[config.mk]
export PLATFORM = sky130hd
export DESIGN_NAME = ysyx_25030085_lsu
export DESIGN_NICKNAME = d
export VERILOG_FILES = /design/src/rtl/ysyx_25030085_lsu.sv
export SDC_FILE = /design/constraint.sdc
export NUM_CORES = 1
export LEC_CHECK = 0
export CAP_MARGIN = 0
export CORE_MARGIN = 2
export CORE_UTILIZATION = 43
export CTS_CLUSTER_SIZE = 16
export DETAILED_ROUTE_END_ITERATION = 8
export PLACE_DENSITY = 0.9
export SLEW_MARGIN = 20
export SYNTH_ARGS = -nofsm -noshare
export SYNTH_HDL_FRONTEND = slang
export SYNTH_SLANG_ARGS = --single-unit
[constraint.sdc]
create_clock -name clk -period 3.45 [get_ports clk]
set_clock_uncertainty 0.05 [all_clocks]
set_input_delay 0.69 -clock clk [delete_from_list [all_inputs] [get_ports clk]]
set_output_delay 0.69 -clock clk [all_outputs]
set_load 0.01 [all_outputs]
[src/rtl/ysyx_25030085_lsu.sv]
// ysyx_25030085_lsu: single-outstanding load/store unit between execute and the data bus.
// Optional build macro MISALIGN_TRAP_EN turns misaligned LH/LHU/SH/LW/SW into err (default: masked).
module ysyx_25030085_lsu #(
    parameter int ADDR_W = 32,
    parameter int DATA_W = 32
) (
    input  logic              clk,
    input  logic              rst,
    input  logic              req_valid,
    output logic              req_ready,
    input  logic              req_wen,
    input  logic [2:0]        req_funct3,
    input  logic [ADDR_W-1:0] req_addr,
    input  logic [DATA_W-1:0] req_wdata,
    input  logic [4:0]        req_rd,
    output logic              mem_req_valid,
    input  logic              mem_req_ready,
    output logic [ADDR_W-1:0] mem_addr,
    output logic              mem_wen,
    output logic [3:0]        mem_wstrb,
    output logic [DATA_W-1:0] mem_wdata,
    input  logic              mem_rsp_valid,
    input  logic [DATA_W-1:0] mem_rdata,
    output logic              wb_valid,
    output logic [4:0]        wb_rd,
    output logic [DATA_W-1:0] wb_data,
    output logic              st_done,
    output logic              err
);

    typedef enum logic [1:0] {
        S_IDLE,
        S_REQ,
        S_RESP,
        S_DONE
    } state_e;

    function automatic logic funct3_ok(input logic wen, input logic [2:0] f3);
        if (wen) begin
            return f3 inside {3'b000, 3'b001, 3'b010};
        end
        return f3 inside {3'b000, 3'b001, 3'b010, 3'b100, 3'b101};
    endfunction

    // Extract byte/half at the access offset and extend according to funct3[2].
    function automatic logic [DATA_W-1:0] load_fmt(input logic [2:0] f3, input logic [1:0] off,
                                                  input logic [DATA_W-1:0] word);
        logic signed [7:0]  b;
        logic signed [15:0] h;
        logic [DATA_W-1:0]  r;
        b = 8'(word >> {off, 3'b000});
        h = off[1] ? word[31:16] : word[15:0];
        case (f3)
            3'b000:  r = {{(DATA_W-8){b[7]}}, b};
            3'b100:  r = {{(DATA_W-8){1'b0}}, b};
            3'b001:  r = {{(DATA_W-16){h[15]}}, h};
            3'b101:  r = {{(DATA_W-16){1'b0}}, h};
            default: r = word;
        endcase
        return r;
    endfunction

    function automatic logic [DATA_W-1:0] store_data(input logic [1:0] sz, input logic [DATA_W-1:0] d);
        case (sz)
            2'b00:   return {4{d[7:0]}};
            2'b01:   return {2{d[15:0]}};
            default: return d;
        endcase
    endfunction

    function automatic logic [3:0] store_strb(input logic [1:0] sz, input logic [1:0] off);
        case (sz)
            2'b00:   return 4'b0001 << off;
            2'b01:   return off[1] ? 4'b1100 : 4'b0011;
            default: return 4'b1111;
        endcase
    endfunction

    state_e            state_q, state_d;
    logic              wen_q, wen_d;
    logic [2:0]        f3_q, f3_d;
    logic [ADDR_W-1:0] addr_q, addr_d;
    logic [DATA_W-1:0] wdata_q, wdata_d;
    logic [4:0]        rd_q, rd_d;
    logic              illegal_q, illegal_d;
    logic [DATA_W-1:0] wb_data_q, wb_data_d;
    logic [4:0]        wb_rd_q, wb_rd_d;
    logic              misalign;

`ifdef MISALIGN_TRAP_EN
    assign misalign = ((req_funct3[1:0] == 2'b01) && req_addr[0]) ||
                      ((req_funct3[1:0] == 2'b10) && (req_addr[1:0] != 2'b00));
`else
    assign misalign = 1'b0;
`endif

    always_comb begin
        state_d       = state_q;
        wen_d         = wen_q;
        f3_d          = f3_q;
        addr_d        = addr_q;
        wdata_d       = wdata_q;
        rd_d          = rd_q;
        illegal_d     = illegal_q;
        wb_data_d     = wb_data_q;
        wb_rd_d       = wb_rd_q;
        req_ready     = 1'b0;
        mem_req_valid = 1'b0;
        mem_addr      = '0;
        mem_wen       = 1'b0;
        mem_wstrb     = 4'b0000;
        mem_wdata     = '0;
        wb_valid      = 1'b0;
        st_done       = 1'b0;
        err           = 1'b0;
        case (state_q)
            S_IDLE: begin
                req_ready = 1'b1;
                if (req_valid) begin
                    wen_d     = req_wen;
                    f3_d      = req_funct3;
                    addr_d    = req_addr;
                    wdata_d   = req_wdata;
                    rd_d      = req_rd;
                    illegal_d = !funct3_ok(req_wen, req_funct3) || misalign;
                    // Illegal accesses never touch the bus; report straight from DONE.
                    state_d   = illegal_d ? S_DONE : S_REQ;
                end
            end
            S_REQ: begin
                mem_req_valid = 1'b1;
                mem_addr      = {addr_q[ADDR_W-1:2], 2'b00};
                mem_wen       = wen_q;
                if (wen_q) begin
                    mem_wstrb = store_strb(f3_q[1:0], addr_q[1:0]);
                    mem_wdata = store_data(f3_q[1:0], wdata_q);
                end
                if (mem_req_ready) begin
                    state_d = S_RESP;
                end
            end
            S_RESP: begin
                if (mem_rsp_valid) begin
                    state_d = S_DONE;
                    // Write-back registers only move on a real pulse, so they hold otherwise.
                    if (!wen_q && (rd_q != 5'd0)) begin
                        wb_data_d = load_fmt(f3_q, addr_q[1:0], mem_rdata);
                        wb_rd_d   = rd_q;
                    end
                end
            end
            S_DONE: begin
                state_d  = S_IDLE;
                err      = illegal_q;
                wb_valid = !illegal_q && !wen_q && (rd_q != 5'd0);
                st_done  = !illegal_q && wen_q;
            end
            default: state_d = S_IDLE;
        endcase
    end

    always_ff @(posedge clk or negedge rst) begin
        if (!rst) begin
            state_q   <= S_IDLE;
            wb_data_q <= '0;
            wb_rd_q   <= 5'd0;
        end else begin
            state_q   <= state_d;
            wb_data_q <= wb_data_d;
            wb_rd_q   <= wb_rd_d;
        end
    end

    // Request latches are qualified by state, so they carry no reset.
    always_ff @(posedge clk) begin
        wen_q     <= wen_d;
        f3_q      <= f3_d;
        addr_q    <= addr_d;
        wdata_q   <= wdata_d;
        rd_q      <= rd_d;
        illegal_q <= illegal_d;
    end

    assign wb_data = wb_data_q;
    assign wb_rd   = wb_rd_q;

endmodule

# After elaboration in Yosys (flattened, before gate mapping)
# Index checks and enable logic that the tools add are counted.
# classes
n_mux,28
eq_ne,14
reduce_logical,17
n_shift,2
# ops
op,count
$pmux 32 s4,1
$mux 32,3
$pmux 32 s2,1
$shr 32x5->8,1
$mux 16,1
$mux 1,13
$eq 3x3->1 const B,4
$mux 4,3
$reduce_bool 5->1,2
$mux 2,4
$pmux 2 s4,1
$pmux 4 s2,1
$eq 3x1->1 const B,2
$logic_not 3->1,2
$ne 2x2->1 const B,3
$reduce_and 3->1,2
$eq 2x1->1 const B,2
$eq 2x2->1 const B,2
$logic_and 1x1->1,4
$logic_not 2->1,2
$shl 1x2->4 const A,1
$eq 3x2->1 const B,1
$logic_not 1->1,3
$reduce_bool 3->1,1
$reduce_and 2->1,1
# word_totals
ff_bits,113
output_inout_bits,111
elab_cells,70

# Depth between registers and ports, before layout
# logic_depth
depth_word,9
mapped_depth,7
mapped_depth_nobuf,5

# Least setup slack after synthesis
# Ideal clock, no wire load.
# synth_path
path_type,register -> register
start,register state_q[0]
end,register addr_q[0] (enable)
stages_incl_launch_ff,4
arrival_time_ps,2478
path_slack_ps,482
synth_period_minus_slack_ps,2968
t_required_ps,2960
path_cell_list,dfrtp_1 > inv_1 > ha_1 > and2_1
# synth_between
elab_chain_cells,2
# synth_rtl
item,line_no,rtl
start: declaration,79,"state_e state_q, state_d;"
start signal: assignment,168,state_q <= state_d;
$logic_not 2->1,116,case (state_q)
$reduce_and 2->1 (no line),n/a,
end signal: assignment,178,addr_q <= addr_d;
end: declaration,82,"logic [ADDR_W-1:0] addr_q, addr_d;"
# Every way passes these cells.
# A chain may end at the register's enable or synchronous reset.

# Final worst setup path
# layout_path
start,register f3_q[0]
end,output mem_wdata[10]
# layout_between
elab_chain_cells,4
word_cells_on_any_way,5
classes_between,eq/ne: 1; mux: 3; reduce/logical: 1
# layout_rtl
item,line_no,rtl
start: declaration,81,"logic [2:0] f3_q, f3_d;"
start signal: assignment,177,f3_q <= f3_d;
$eq 2x1->1 or $logic_not 2->1 (tied branches),64,case (sz)
$pmux 32 s2 *,64,
$mux 32 *,134,if (wen_q) begin
$mux 32 *,116,
end: declaration,21,"output logic [DATA_W-1:0] mem_wdata,"
# Mark *: on every way between the ends. The rest lies on a longest branch, timed or not.

==> flow_summary.yaml <==
sta:
  grt_setup_unrepaired: "no"
  period_needed_ps: 3197
  drv_slew: 0
  setup_viol: 0
  finalCritPeriodShare_pct: 92.66
  worst_slew_pin_slew_ps: 980.0
  setup_tns_ps: 0
  hold_viol: 0
  slew_headroom_pct: 34.66
  fmax_mhz: 312.8
yosys:
  synthArstFlopShare_pct: 34.51
  synth_edf_count: 74
  synth.cell_area_mm2: 0.005230
  ys_seq_area_share_pct: 61.15
  synth_ff_type: "edfxtp_1"
  ys_seq_elements: 113
  synth.avg_cell_area_um2: 12.16
  yosysUniqueCellTypes: 43
  yosysWarnings: 0
  syn_inst: 430
grt:
  grt_max_degree: 75
  grt_pass1_wl_um: 24620
  grtUsageTotal_pct: 25.38
  overflow: 0
  antenna_found_initial: 0
  grt_pass1_vias: 4682
drt:
  drc_errors: 0
  routed_wl_um: 16410
  routed-via-count: 4456
  first_pass_iters: 5
  ant_nets: 0
  drtIter0Drc: 363
  wl_per_cell_um: 20.36
  routed_via_density: 5.529
job:
  maxCapViolations: 0
clocking:
  path_clk_slew_ps: 50
  insertion_delay_ps: 410
  cts_setup_buffers: 0
  cts_tree: "done"
  ctsHoldBuffers: 0
  cts.path.max_buffers: 2
  clock_sinks: 113
  cts_resized: 0
  numCtsBuffers: 17
  htree_levels: 4
  clock-root-buffer: "clkbuf_16"
floorplanning:
  core_area_mm2: 0.01196
  initial_core_util_pct: 43.72
  fp.dieH_um: 114.3
  ioPinCount: 221
  die_area_mm2: 0.01306
  placementRows: 40
  die_x_um: 114.3
worst_setup_path:
  critPathKind: "reg2out"
  cp.arrival_ps: 2460
  end_kind: "output port"
  cp-start-kind: "register"
  crit_fanout: 12
  critPathRequiredTime_ps: 2710
final_layout:
  area_growth_pct: 53.85
  final_nets: 761
  n_fill_cell: 849
  diodes: 0
  ff_latch_area_mm2: 0.003198
  drive_gt1_share_pct: 10.17
  instances_no_fill: 806
  multi_input_area_mm2: 0.001824
  fin_area_mm2: 0.008046
placed_design:
  post-dp-hpwl_um: 12030
  numPortBuffers: 218
  placedCellCount: 774
  placed_area_mm2: 0.007492
  gp_congestion: 0.9086
power_and_ir_drop:
  irDropWorstVdd_mv: 0.4165
  p_leak_nw: 3.118
  powerDensity_mw_per_mm2: 719.0
status:
  status: "finished, final reports clean"
min_path:
  worstHoldPathType: "in2async"
[report_power, final]
group	switching, W	total [W]	internal (W)
combinational	0.000968	0.00206	0.00109
clock	0.000598	0.00165	0.00105
sequential	0.000221	0.00208	0.00186
total	0.00179	0.00579	0.00400
[synthesized netlist by cell type, drive strengths merged, types with 12 or more instances]
master / count / share of area [%]
edfxtp: 74 / 42
nand2: 59 / 4.2
dfrtp: 39 / 19
and2: 34 / 4.1
nor2: 34 / 2.5
a21oi: 22 / 2.1
clkbuf: 17 / 1.2
mux2i: 17 / 3.3
o211ai: 16 / 3.3
buf: 15 / 2.2
mux2: 15 / 3.2
o21ai: 12 / 1.1
[final cells by class]
class,instances,share of cell area [%]
flip-flops and latches,113,39.75
repair buffers,228,27.99
multi-input cells,277,22.67
clock buffers,20,5.427
well taps,147,2.286
clock inverters,12,1.462
inverters,9,0.4198
[worst max-delay path, cell delays in order (launching register included)]
cell,delay [ps]
edfxtp_1,610
nor2_1,340
buf_4,240
nand2_1,70
a21oi_1,180
clkdlybuf4s50_1,600
[per-stage QoR]
step	hold WS, ps	utilization (%)	setup WS (ps)	power, W
3_3_place_gp	416.6	62.64	858.4	0.004063
4_1_cts	372.6	67.27	245.5	0.005829
6_report	367.9	67.27	253.4	0.005785
2_1_floorplan	344.4	-	481.8	0.003021
5_1_grt	434.4	67.27	22.51	0.006049
3_5_place_dp	439.6	62.64	703.0	0.004161
[path summary, 6_finish.rpt]
kind | slack [ps] | end | cells after the start | from
setup / recovery | 250 | mem_wdata[10] | 5 | f3_q[0]$_DFFE_PP_
hold / removal | 370 | wb_rd[0]$_DFFE_PN0P_ | 1 | rst
setup reg to reg | 990 | wb_rd[1]$_DFFE_PN0P_ | 4 | rd_q[1]$_DFFE_PP_
hold reg to reg | 450 | wb_data[26]$_DFFE_PN0P_ | 2 | wb_data[26]$_DFFE_PN0P_
max in group asynchronous | 2410 | wb_data[3]$_DFFE_PN0P_ | 1 | rst
min in group clk | 450 | wb_data[26]$_DFFE_PN0P_ | 2 | wb_data[26]$_DFFE_PN0P_
[layer usage]
layer	share of wire, %	vias up	track usage [%]	wire, um
met5	0	-	0	0
met4	3.2	0	12.20	524
met3	9.7	44	7.676	1584
met2	51	274	43.57	8357
met1	36	2149	28.97	5948
li1	-	1989	-	-
[layout by cell type (no fill, tap or decap), types with 5 or more instances in the layout]
| master | Yosys | layout |
|---|---|---|
| clkdlybuf4s50_1 | 0 | 217 |
| nand2_1 | 59 | 59 |
| and2_1 | 34 | 33 |
| o21ai_0 | 6 | 6 |
| inv_1 | 9 | 9 |
| o211ai_1 | 6 | 6 |
| buf_4 | 2 | 10 |
| mux2_2 | 13 | 13 |
| a222oi_1 | 8 | 8 |
| o211ai_2 | 10 | 10 |
| a21oi_1 | 22 | 22 |
| ha_1 | 5 | 5 |
| o21ai_1 | 6 | 6 |
| and3_1 | 8 | 8 |
| edfxtp_1 | 74 | 74 |
| a2bb2oi_1 | 7 | 7 |
| mux2i_1 | 17 | 17 |
| nor2_1 | 33 | 33 |
| clkbuf_16 | 0 | 17 |
| dfrtp_1 | 39 | 39 |
| a22o_1 | 8 | 8 |
| a22oi_1 | 7 | 7 |
[logic make-up (layout without fill, tap and decap cells)]
| kind of cell | Yosys count | count (layout) | share of synthesized area, % |
|---|---|---|---|
| AOI/OAI and AO/OA | 87 | 87 | 13.18 |
| other | 1 | 2 | 0.07170 |
| buffers and inverters | 41 | 269 | 4.091 |
| and+or+nand+nor | 151 | 151 | 13.83 |
| muxes | 32 | 32 | 6.483 |
| adders and majority gates | 5 | 5 | 1.196 |
| DFF | 113 | 113 | 61.15 |
[sequential cells by signal, summed over array words and instances (netlist names)]
signal and count:
addr_q 32, f3_q 3, illegal_q 1, rd_q 5
state_q 2, wb_data 32, wb_rd 5, wdata_q 32
wen_q 1
No activity file was read; power rests on OpenSTA's default activity.
==> patch (same settings) <==
Encoding of `state_e`: now one-hot (4 bits for 4 states).
--- a/src/rtl/ysyx_25030085_lsu.sv
+++ b/src/rtl/ysyx_25030085_lsu.sv
@@ -28,11 +28,11 @@
     output logic              err
 );
 
-    typedef enum logic [1:0] {
-        S_IDLE,
-        S_REQ,
-        S_RESP,
-        S_DONE
+    typedef enum logic [3:0] {
+        S_IDLE = 4'b0001,
+        S_REQ  = 4'b0010,
+        S_RESP = 4'b0100,
+        S_DONE = 4'b1000
     } state_e;
 
     function automatic logic funct3_ok(input logic wen, input logic [2:0] f3);
Check against the original RTL: no difference found for any inputs over 4 cycles, from zero or initial values and one cycle with rst low; so few cycles prove little.
==> patch against the unedited design <==
  * Total power grew 2.3%
  * Worst setup slack better by 0.048 ns
  * Via count shrank 0.36%
  * Global-route usage fell by 0.57 points
  * Synthesized cell count fell by 0.47%
  * Area after synthesis decreased by 1.5%
  * Core utilization grew 2.5 points
  * Sequential power is 10% higher
  * Sequential cell count is 2 higher
  * Cell area rose by 0.30%
  * Count of clock-buffer cells in the layout unchanged
  * Register-to-register slack gained 0.17 ns
  * Routed wire length is 3.7% lower
  * Largest cell class unchanged
  * Largest power group unchanged
==> patch: results (changes against the unedited design) <==
[metrics] status: completed
[metrics] starting DRC count in detailed routing: 365 (+0.55%)
[metrics] adder and majority cell fraction of the synthesized area: 0 (-0.0120)
[metrics] sw power: 1.77 mW (-0.66%)
[metrics] ranking of synthesized cells by instance count: edfxtp_1 (74), a21oi_1 (54), dfrtp_1 (40)
[metrics] Filler Cells Inserted: 799 (-5.9%)
[metrics] clock network contribution to total cell area: 0.0743 (+0.00538)
[metrics] cell types occupying the most area after synthesis: edfxtp_1 (43%), dfrtp_1 (19%), a21oi_1 (5.2%)
[metrics] RD Place Congestion: 0.908 (about the same)
[metrics] Worst VDD drop: 0.404 mV (-2.9%)
[metrics] post-synthesis sequential area ratio: 0.631 (+0.0192)
[metrics] Crit Reg-Reg Endpoint: wb_data[2]
[metrics] area growth from synthesis to layout: 56.6%
[metrics] Logic power comb: 1.83 mW (-11%)
[metrics] summed instance area of the synthesized netlist: 5150 um2 (-1.5%)
[metrics] reg-to-reg critical path startpoint: addr_q[1]
[metrics] worst slew margin relative to its limit: 0.397 (+0.0506)
[metrics] antenna violations before repair: 1 (+1)
[metrics] WP data arrival: 2.41 ns (-0.05 ns)
[metrics] clock sink count: 115 (+1.8%)
[metrics] area used by multi-input combinational logic: 1750 um2 (-4.1%)
[metrics] timing endpoint of the critical path: mem_wdata[11]
[metrics] Worst Path Max Fanout: 16 (+4)
[metrics] drt pass-1 iters: 8 (+3)
[metrics] post-detailed-placement half-perimeter wirelength: 11500 um (-4.4%)
[metrics] Final Net Count: 755 (-0.79%)
[metrics] diodes inserted: 1 (+1)
[metrics] maximum number of pins on one net before global-route repair: 46 (-39%)
[metrics] via count of the first global-routing pass: 4550 (-2.8%)
[metrics] register area: 3250 um2 (+1.6%)
[metrics] number of non-filler instances in the completed layout: 802 (-0.50%)
[metrics] first-pass GRT wire length: 24300 um (-1.1%)
[metrics] minimum hold slack: 0.374 ns (+0.00628 ns)
[metrics] complex-gate fraction of the synthesized area: 0.136 (+0.00393)
[metrics] Post-Place Cell Area: 7470 um2 (-0.32%)
[metrics] asr flop ratio synth: 0.357 (+0.0114)
[metrics] via count of the routed design: 4440 (-0.36%)
[metrics] dpl cells: 769 (-0.65%)
[metrics] total routing resource utilization after global routing: 0.248 (-0.00569)
[metrics] Logic inverters: 5 (-4)
[metrics] Avg Cell Area, Syn: 12.0 um2 (-1.0%)
[metrics] sequential share of power: 0.388 (+0.029)
patch: cell count changes after synthesis, sizes merged, moves of 7 or more:
cell | before | now
o211ai | 16 | 0
nand2 | 59 | 39
a31oi | 1 | 17
a21oi | 22 | 54
o22a | 0 | 8
a22oi | 7 | 0
a2bb2oi | 7 | 0
patch: worst max-delay path, stage by stage (launching register included):
cell             delay (ns)
edfxtp_1               0.66
buf_4                  0.29
or2_2                  0.24
nand2_1                0.07
a21oi_1                0.17
clkdlybuf4s50_1        0.58
patch: kinds of logic (layout without fill, tap and decap cells):
group / after synthesis / after routing
other cells: 1 / 3
mux: 32 / 32
simple gates: 133 / 133
buf+inv: 37 / 266
flops: 115 / 115
compound gates: 110 / 110
patch: per-layer routing:
metal  vias to the layer above  track usage  part of all wire
li1                       2019            -                 -
met5                         -            0                 0
met4                         0        0.109             0.026
met1                      2136        0.292              0.37
met2                       259        0.414              0.50
met3                        26       0.0855              0.10
